File: config.mk
export PLATFORM = sky130hd
export DESIGN_NAME = apb_slave_param
export DESIGN_NICKNAME = d
export VERILOG_FILES = /design/src/rtl/apb_slave_param.sv
export SDC_FILE = /design/constraint.sdc
export NUM_CORES = 1
export LEC_CHECK = 0
export ABC_AREA = 1
export CAP_MARGIN = 0
export CORE_UTILIZATION = 47
export CTS_CLUSTER_DIAMETER = 150
export DETAILED_ROUTE_END_ITERATION = 16
export PLACE_DENSITY_LB_ADDON = 0.25
export SKIP_CTS_REPAIR_TIMING = 1
export SLEW_MARGIN = 20
export SYNTH_ARGS = -nofsm -noshare
export SYNTH_HDL_FRONTEND = slang
export SYNTH_SLANG_ARGS = --single-unit
export TNS_END_PERCENT = 20
File: constraint.sdc
create_clock -name clk -period 26.8 [get_ports clk]
set_input_delay 5.36 -clock clk [delete_from_list [all_inputs] [get_ports clk]]
set_output_delay 5.36 -clock clk [all_outputs]
set_load 0.05 [all_outputs]
File: src/rtl/apb_slave_param.sv
// Parametrised APB slave register bank with configurable width, depth and wait states.
// Optional byte-strobe writes are enabled by defining APB_SLV_PSTRB_EN.
module apb_slave_param #(
  parameter int unsigned       DATA_W      = 32,
  parameter int unsigned       ADDR_W      = 4,
  parameter int unsigned       DEPTH       = 16,
  parameter int unsigned       WAIT_CYCLES = 0,
  parameter logic [DATA_W-1:0] RESET_VAL   = '0
) (
  input  logic                clk,
  input  logic                rst,
  input  logic                psel_i,
  input  logic                penable_i,
  input  logic [ADDR_W-1:0]   paddr_i,
  input  logic                pwrite_i,
  input  logic [DATA_W-1:0]   pwdata_i,
`ifdef APB_SLV_PSTRB_EN
  input  logic [DATA_W/8-1:0] pstrb_i,
`endif
  output logic [DATA_W-1:0]   prdata_o,
  output logic                pready_o,
  output logic                pslverr_o
);

  localparam int unsigned NB   = DATA_W / 8;
  localparam int unsigned IdxW = (DEPTH > 1) ? $clog2(DEPTH) : 1;

  typedef enum logic {StIdle, StAccess} state_e;

  state_e              state_q, state_d;
  logic [ADDR_W-1:0]   addr_q, addr_d;
  logic                wr_q, wr_d;
  logic [DATA_W-1:0]   wdata_q, wdata_d;
  logic [NB-1:0]       strb_q, strb_d;
  logic [3:0]          cnt_q, cnt_d;
  logic [DATA_W-1:0]   mem_q [DEPTH];

  logic [NB-1:0]       strb_in;
  logic [IdxW-1:0]     idx;
  logic                in_range;
  logic                ready;
  logic                commit;

`ifdef APB_SLV_PSTRB_EN
  assign strb_in = pstrb_i;
`else
  assign strb_in = '1;
`endif

  // Range check at ADDR_W+1 bits so DEPTH == 2**ADDR_W never flags an error.
  assign in_range = {1'b0, addr_q} < (ADDR_W + 1)'(DEPTH);
  assign idx      = addr_q[IdxW-1:0];
  assign ready    = (state_q == StAccess) && (cnt_q == 4'd0);

  assign pready_o  = ready;
  assign pslverr_o = ready && !in_range;
  assign prdata_o  = (ready && !wr_q && in_range) ? mem_q[idx] : '0;

  always_comb begin
    state_d = state_q;
    addr_d  = addr_q;
    wr_d    = wr_q;
    wdata_d = wdata_q;
    strb_d  = strb_q;
    cnt_d   = cnt_q;
    commit  = 1'b0;
    unique case (state_q)
      StIdle: begin
        if (psel_i && !penable_i) begin
          state_d = StAccess;
          addr_d  = paddr_i;
          wr_d    = pwrite_i;
          wdata_d = pwdata_i;
          strb_d  = strb_in;
          cnt_d   = 4'(WAIT_CYCLES);
        end
      end
      StAccess: begin
        if (!psel_i) begin
          state_d = StIdle;
        end else if (penable_i) begin
          if (!ready) begin
            cnt_d = cnt_q - 4'd1;
          end else begin
            state_d = StIdle;
            commit  = wr_q && in_range;
          end
        end
      end
      default: state_d = StIdle;
    endcase
  end

  always_ff @(posedge clk or posedge rst) begin
    if (rst) begin
      state_q <= StIdle;
      addr_q  <= '0;
      wr_q    <= 1'b0;
      wdata_q <= '0;
      strb_q  <= '0;
      cnt_q   <= '0;
    end else begin
      state_q <= state_d;
      addr_q  <= addr_d;
      wr_q    <= wr_d;
      wdata_q <= wdata_d;
      strb_q  <= strb_d;
      cnt_q   <= cnt_d;
    end
  end

  always_ff @(posedge clk or posedge rst) begin
    if (rst) begin
      for (int i = 0; i < int'(DEPTH); i++) begin
        mem_q[i] <= RESET_VAL;
      end
    end else if (commit) begin
      for (int k = 0; k < int'(NB); k++) begin
        if (strb_q[k]) begin
          mem_q[idx][8*k +: 8] <= wdata_q[8*k +: 8];
        end
      end
    end
  end

endmodule

==> metrics.md, run 1 <==
| Metric | Value |
|---|---|
| Status | finished clean |
| DR iter-0 viols | 2139 |
| Crit path time final | 10.0 ns |
| Vias in the first global route | 21200 |
| Largest family of logic cells by synthesized area | simple AND/OR/NAND/NOR gates |
| DRT Wirelength | 71500 microns |
| Yosys cell types | 29 |
| Buffers on Ports | 73 |
| Setup TNS | 0 ns |
| Comb power frac | 22.8% |
| Gpl congestion | 0.801 |
| Compound-Gate Fraction of Synth Area | 10.9% |
| Average cell area after synthesis | 7.64 sq um |
| Post-route ant nets | 0 |
| Latest clock arrival within the worst-skew pair | 0.62 ns |
| Via count | 21700 |
| Final period utilization | 37.3% |
| Reported max-cap violation count | 0 |
| WS Path Type | register to output port |
| Slew headroom | 24.5% |
| Post-Syn Instances | 3403 |
| Crit Path Max Fanout | 69 |
| Max Buffers Root-to-Sink | 3 |
| Rows | 85 |
| P_int | 0.00167 W |
| Peak supply drop | 54.7 uV |
| # diodes | 0 |
| Mapped Area | 26000 sq um |
| Yosys top cell area share | 53.4% |
| Fmax | 100 MHz |
| CTS tree | yes |
| Final Util | 52.6% |
| Tightest Pin Transition | 1.13 ns |
| Ys async rst share | 100% |
| Post-synth EDFFs | 0 |
| Startpoint types | register |
| Leading area contributor after synthesis | dfrtp_1 |
| Critical Path AT | 4.64 ns |
| Post-Layout Cell Count | 4060 |
| Hold Path Class | register to register |
| Clock sinks | 555 |
| Post-Synth Simple-Gate Area | 29.8% |
| Pin count of the biggest net entering global routing | 205 |
| DRC Markers | 0 |
| Final Setup Violations | 0 |
| First-pass GRT wire length | 115000 microns |
| Fin. max-slew vios | 0 |
| Crit path capture type | output port |
| Via/cell ratio | 5.33 |
| CTS buffer count | 58 |
| PwrDens | 88.0 nW/um^2 |
| Unrepaired setup endpoints after global routing | false |
| Net Sw Power | 0.000845 W |
| Clock share of power | 33.4% |
| #FFs+latches synth | 555 |
| Grt total ovfl | 0 |
| Design Power | 0.00251 W |
| Final Net Count | 3364 |
| Ys Warns | 0 |
| Core area | 54200 sq um |
| Leak | 14.6 nW |
| Final HPWL DP | 37300 microns |
| Most instantiated library cell after synthesis | nand2_1 |
| Seq pwr share | 43.9% |
| Layout area overhead | 9.86% |
| Clock tree root buffer cell | clkbuf_16 |
| Setup Skew | 0.0150 ns |
| Drt wl/cell | 17.6 microns |
| Register area share after synthesis | 53.4% |
| Post-synthesis mux area share | 0.0433% |
| Clock slew seen by the registers of the worst setup and hold paths | 0.06 ns |
| Total GRT Usage | 26.0% |
| Sw frac | 33.6% |
| Final Hold Viols | 0 |
| Die X | 237 microns |
| Initial antenna violation count | 0 |
| Drt pass-1 iters | 5 |
| Die H | 237 microns |
| Share of cells above drive strength 1 | 5.08% |
| Adder-Cell Fraction of Synth Area | 0.0481% |
| Req. time, crit path | 21.44 ns |
| Top_reg_cell synth | dfrtp_1 |
| Initial Util | 47.9% |
| Die area | 56200 sq um |
| Boundary Pins | 75 |
| Top cells by count, synth | nand2_1, dfrtp_1, o21ai_1 |
| Synth area leaders | dfrtp_1, nand2_1, o21ai_1, o21ai_0, clkbuf_1 |
| H-tree depth | 2 |
| Syn Nets | 3445 |
| Placed cell count | 3956 |
| Post-synthesis xor/xnor area fraction | 0.0674% |
flip-flops by register name, indices dropped and copies added, names as in the netlist:
register  flops
wr_q          1
state_q       1
wdata_q      32
addr_q        4
strb_q        1
mem_q       512
cnt_q         4
power groups by stage:
stage                     clock network (W)  logic, W  registers (W)
final                              0.000838  0.000572        0.00110
after floorplan                           0  0.000443        0.00108
after CTS                          0.000849  0.000574        0.00110
after global placement                    0  0.000557        0.00111
after detailed placement                  0  0.000572        0.00111
after global routing               0.000883  0.000651        0.00112
layout make-up:
cell class              count  area (sq um)
clock buffers              87          1780
clock inverters            15           204
fillers                  5074         25700
inverters                  45           191
multi-input cells        2563         10700
flip-flops and latches    555         13900
well taps                 696           871
repair buffers             99           951
critical path: stages, from the launching register on:
cell and delay, ns:
dfrtp_4 0.88, buf_4 0.68, buf_4 0.72, nand2_1 0.11
nand2_1 0.10, nand2_1 0.05, nand2_1 0.08, nand2_1 0.05
nand2_1 0.09, nor2_1 0.05, nor2_1 0.20, clkdlybuf4s50_1 0.87
per-layer routing:
layer	vias to the layer above	track usage [%]	wire, microns
met2	659	42.7	33400
met5	-	0	0
li1	10500	-	-
met4	0	8.07	1930
met1	10400	35.3	31200
met3	121	4.24	4860
per-stage QoR:
step	setup slack, ns	hold slack, ns	area [sq um]
2_1_floorplan	5.92	0.453	26000
3_3_place_gp	17.43	0.464	26500
3_5_place_dp	17.49	0.469	26500
4_1_cts	16.83	0.484	28500
5_1_grt	16.57	0.500	28600
6_report	16.80	0.483	28600
final timing paths:
| check | slack, ns | depth (start not counted) | endpoint | startpoint |
|---|---|---|---|---|
| max | 16.80 | 11 | prdata_o[8] | addr_q[0] |
| min | 0.48 | 2 | mem_q[390] | mem_q[390] |
| max reg2reg | 22.46 | 8 | mem_q[150] | addr_q[0] |
| min reg2reg | 0.48 | 2 | mem_q[390] | mem_q[390] |
| max in group asynchronous | 19.17 | 4 | addr_q[0] | rst |
| min in group asynchronous | 5.31 | 2 | mem_q[310] | rst |
cells in the final DEF, fill, tap and decap left out, types with 16 or more instances in the layout:
cell / count
clkbuf_8: 16
o21ai_1: 335
inv_1: 40
clkbuf_16: 61
o21ai_0: 161
nand2_1: 1869
dfrtp_1: 553
clkdlybuf4s50_1: 73
nor2_1: 102
o21ai_2: 18
buf_4: 24
a21oi_1: 37
kinds of logic after synthesis:
group	count (synthesis)
AOI/OAI and AO/OA	552
xor gates and xnor gates	2
adders and majority gates	1
buffers and inverters	285
DFF	555
muxes	1
other	1
and+or+nand+nor	2006
No activity file was read; power rests on OpenSTA's default activity.
==> run 2, diff against run 1 <==
==> constraint.sdc (replaced) <==
create_clock -name clk -period 8.7 [get_ports clk]
set_input_delay 1.74 -clock clk [delete_from_list [all_inputs] [get_ports clk]]
set_output_delay 1.74 -clock clk [all_outputs]
set_load 0.05 [all_outputs]
==> run 2 against run 1 <==
Effect of this change:
- clock-buffer cell count increased by 3
- hold slack got worse by 0.0010 ns
- flip-flop and latch count unchanged
- sequential power increased to 3.1 times the previous value
- clock power increased to 3.0 times the previous value
- global-route usage about the same
- cell count about the same
- clock skew decreased by 0.0016 ns
- combinational power increased to 3.1 times the previous value
- via count decreased by 0.34%
- die area unchanged
- first-iteration DRC count increased by 1.5%
- critical path type unchanged
- critical endpoint is now prdata_o[17]
==> metrics.md, run 2 (same netlist as run 1, synthesis figures left out) <==
| Metric | Value |
|---|---|
| Grt total ovfl | 0 (unchanged) |
| H-tree depth | 2 (unchanged) |
| Layout area overhead | 9.66% (was 9.86%) |
| Biggest register | mem_q (unchanged) |
| Reported max-cap violation count | 0 (unchanged) |
| Total GRT Usage | 26.0% (about the same) |
| Crit path capture type | output port (unchanged) |
| Critical Path AT | 4.53 ns (was 4.64 ns) |
| Biggest regs | mem_q: 512 flops, wdata_q: 32 flops (unchanged) |
| Initial Util | 47.9% (unchanged) |
| Final Setup Violations | 0 (unchanged) |
| Place WS | 3.05 ns (was 17.49 ns) |
| Final Net Count | 3362 (was 3364) |
| Fin. max-slew vios | 0 (unchanged) |
| Initial antenna violation count | 0 (unchanged) |
| WS Path Type | register to output port (unchanged) |
| Core area | 54200 sq um (unchanged) |
| Crit Path Max Fanout | 75 (was 69) |
| Sw frac | 33.7% (was 33.6%) |
| Commonest non-fill, non-tap cell in the layout | nand2_1 (unchanged) |
| Crit path time final | 6.27 ns |
| Cell mode on critical path | nand2_1 (unchanged) |
| Clock sinks | 555 (unchanged) |
| Max FFs per register | 512 (unchanged) |
| Slowest cell on the critical path | buf_4 (was dfrtp_4) |
| Reg2reg setup slack | 4.57 ns (was 22.46 ns) |
| P_int | 0.00509 W (was 0.00167 W) |
| Final Hold Viols | 0 (unchanged) |
| Via count | 21600 (was 21700) |
| CTS buffer count | 57 (was 58) |
| Drt wl/cell | 17.7 microns (was 17.6 microns) |
| Req. time, crit path | 6.96 ns (was 21.44 ns) |
| DR iter-0 viols | 2172 (was 2139) |
| Critical-path cell list | inv_4 -> buf_4 -> nand2_1 -> nand2_1 -> nand2_1 -> nand2_1 -> nor2_1 -> nor2_1 -> clkdlybuf4s50_1 (was buf_4 -> buf_4 -> nand2_1 -> nand2_1 -> nand2_1 -> nand2_1 -> nand2_1 -> nand2_1 -> nor2_1 -> nor2_1 -> clkdlybuf4s50_1) |
| Hold Path Class | register to register (unchanged) |
| Comb power frac | 23.4% (was 22.8%) |
| Via/cell ratio | 5.32 (was 5.33) |
| Most frequent cells in the layout | nand2_1, dfrtp_1, o21ai_1, o21ai_0, nor2_1 (unchanged) |
| Fmax | 159 MHz |
| Net Sw Power | 0.00259 W (was 0.000845 W) |
| Vias in the first global route | 20500 (was 21200) |
| Final hold slack | 0.481 ns (was 0.483 ns) |
| Die X | 237 microns (unchanged) |
| Setup WS post-layout | 2.43 ns (was 16.80 ns) |
| Final HPWL DP | 37000 microns (was 37300 microns) |
| Drt pass-1 iters | 6 (was 5) |
| Setup Skew | 0.0134 ns (was 0.0150 ns) |
| Pin count of the biggest net entering global routing | 190 (was 205) |
| Largest stage delay, worst path | 0.90 ns (was 0.88 ns) |
| Buffers on Ports | 73 (unchanged) |
| Clock slew seen by the registers of the worst setup and hold paths | 0.06 ns (about the same) |
| First-pass GRT wire length | 114000 microns (was 115000 microns) |
| Gpl congestion | 0.808 (was 0.801) |
| Leak | 14.5 nW (was 14.6 nW) |
| Peak supply drop | 172 uV (was 54.7 uV) |
| Share of cells above drive strength 1 | 4.85% (was 5.08%) |
| Latest clock arrival within the worst-skew pair | 0.62 ns (about the same) |
| CTS tree | yes (unchanged) |
| Seq pwr share | 44.0% (was 43.9%) |
| Tightest Pin Transition | 1.11 ns (was 1.13 ns) |
| Clock share of power | 32.6% (was 33.4%) |
| # diodes | 0 (unchanged) |
| Final period utilization | 72.1% |
| DRT Wirelength | 71700 microns (was 71500 microns) |
| Status | finished clean (unchanged) |
| Unrepaired setup endpoints after global routing | false (unchanged) |
| Max Buffers Root-to-Sink | 3 (unchanged) |
| DRC Markers | 0 (unchanged) |
| Die area | 56200 sq um (unchanged) |
| Clock tree root buffer cell | clkbuf_16 (unchanged) |
| Post-route ant nets | 0 (unchanged) |
| Startpoint types | register (unchanged) |
| Die H | 237 microns (unchanged) |
| PwrDens | 269 nW/um^2 (was 88.0 nW/um^2) |
| Slew headroom | 25.7% (was 24.5%) |
| Boundary Pins | 75 (unchanged) |
| Rows | 85 (unchanged) |
==> run 2: cell types whose count changed in the layout (fill, tap and decap cells not counted), moves of 2 or more <==
| cell | previous run | this run |
|---|---|---|
| clkbuf_8 | 16 | 14 |
| clkinv_2 | 9 | 6 |
| buf_12 | 2 | 4 |
| buf_4 | 24 | 21 |
| clkbuf_16 | 61 | 59 |
| clkbuf_1 | 10 | 17 |
==> run 2: layout make-up <==
class,instances,area (sq um)
clock buffers,90,1730
clock inverters,12,189
fillers,5110,25700
inverters,45,188
multi-input cells,2563,10700
flip-flops and latches,555,13900
well taps,696,871
repair buffers,98,968
==> run 2: path summary, 6_finish.rpt <==
kind	from	to	cells past startpoint
setup / recovery	addr_q[1]	prdata_o[17]	9
hold / removal	mem_q[30]	mem_q[30]	2
setup reg to reg	addr_q[1]	mem_q[175]	7
hold reg to reg	mem_q[30]	mem_q[30]	2
max in group asynchronous	rst	mem_q[206]	4
min in group asynchronous	rst	mem_q[52]	2
==> run 2: power by group through the flow <==
stage / sequential, W / clock (W) / combinational (W)
after floorplan: 0.00333 / 0 / 0.00136
after global placement: 0.00339 / 0 / 0.00175
after detailed placement: 0.00341 / 0 / 0.00179
after CTS: 0.00337 / 0.00255 / 0.00179
after global routing: 0.00343 / 0.00265 / 0.00203
final: 0.00338 / 0.00250 / 0.00180
==> run 2: critical path: cells and delay by family (launching register included) <==
kind          cells  cell delay (ns)
flops             1             0.80
buf+inv           3             2.46
simple gates      6             0.60
==> run 2: metal layers <==
metal | up-vias | part of all wire (%) | GRT usage (%)
met1 | 10300 | 44 | 34.8
met5 | - | 0 | 0
li1 | 10500 | - | -
met2 | 717 | 47 | 43.5
met3 | 110 | 6.7 | 3.96
met4 | 0 | 2.6 | 8.47
==> run 2: through the flow <==
step	TNS [ns]	power [W]	instances	utilization [%]	instance area [sq um]
2_1_floorplan	-329.55	0.00469	3403	-	26000
3_3_place_gp	0	0.00513	3955	48.9	26500
3_5_place_dp	0	0.00520	3955	48.9	26500
4_1_cts	0	0.00771	4057	52.5	28500
5_1_grt	0	0.00812	4059	52.5	28500
6_report	0	0.00768	4059	52.5	28500
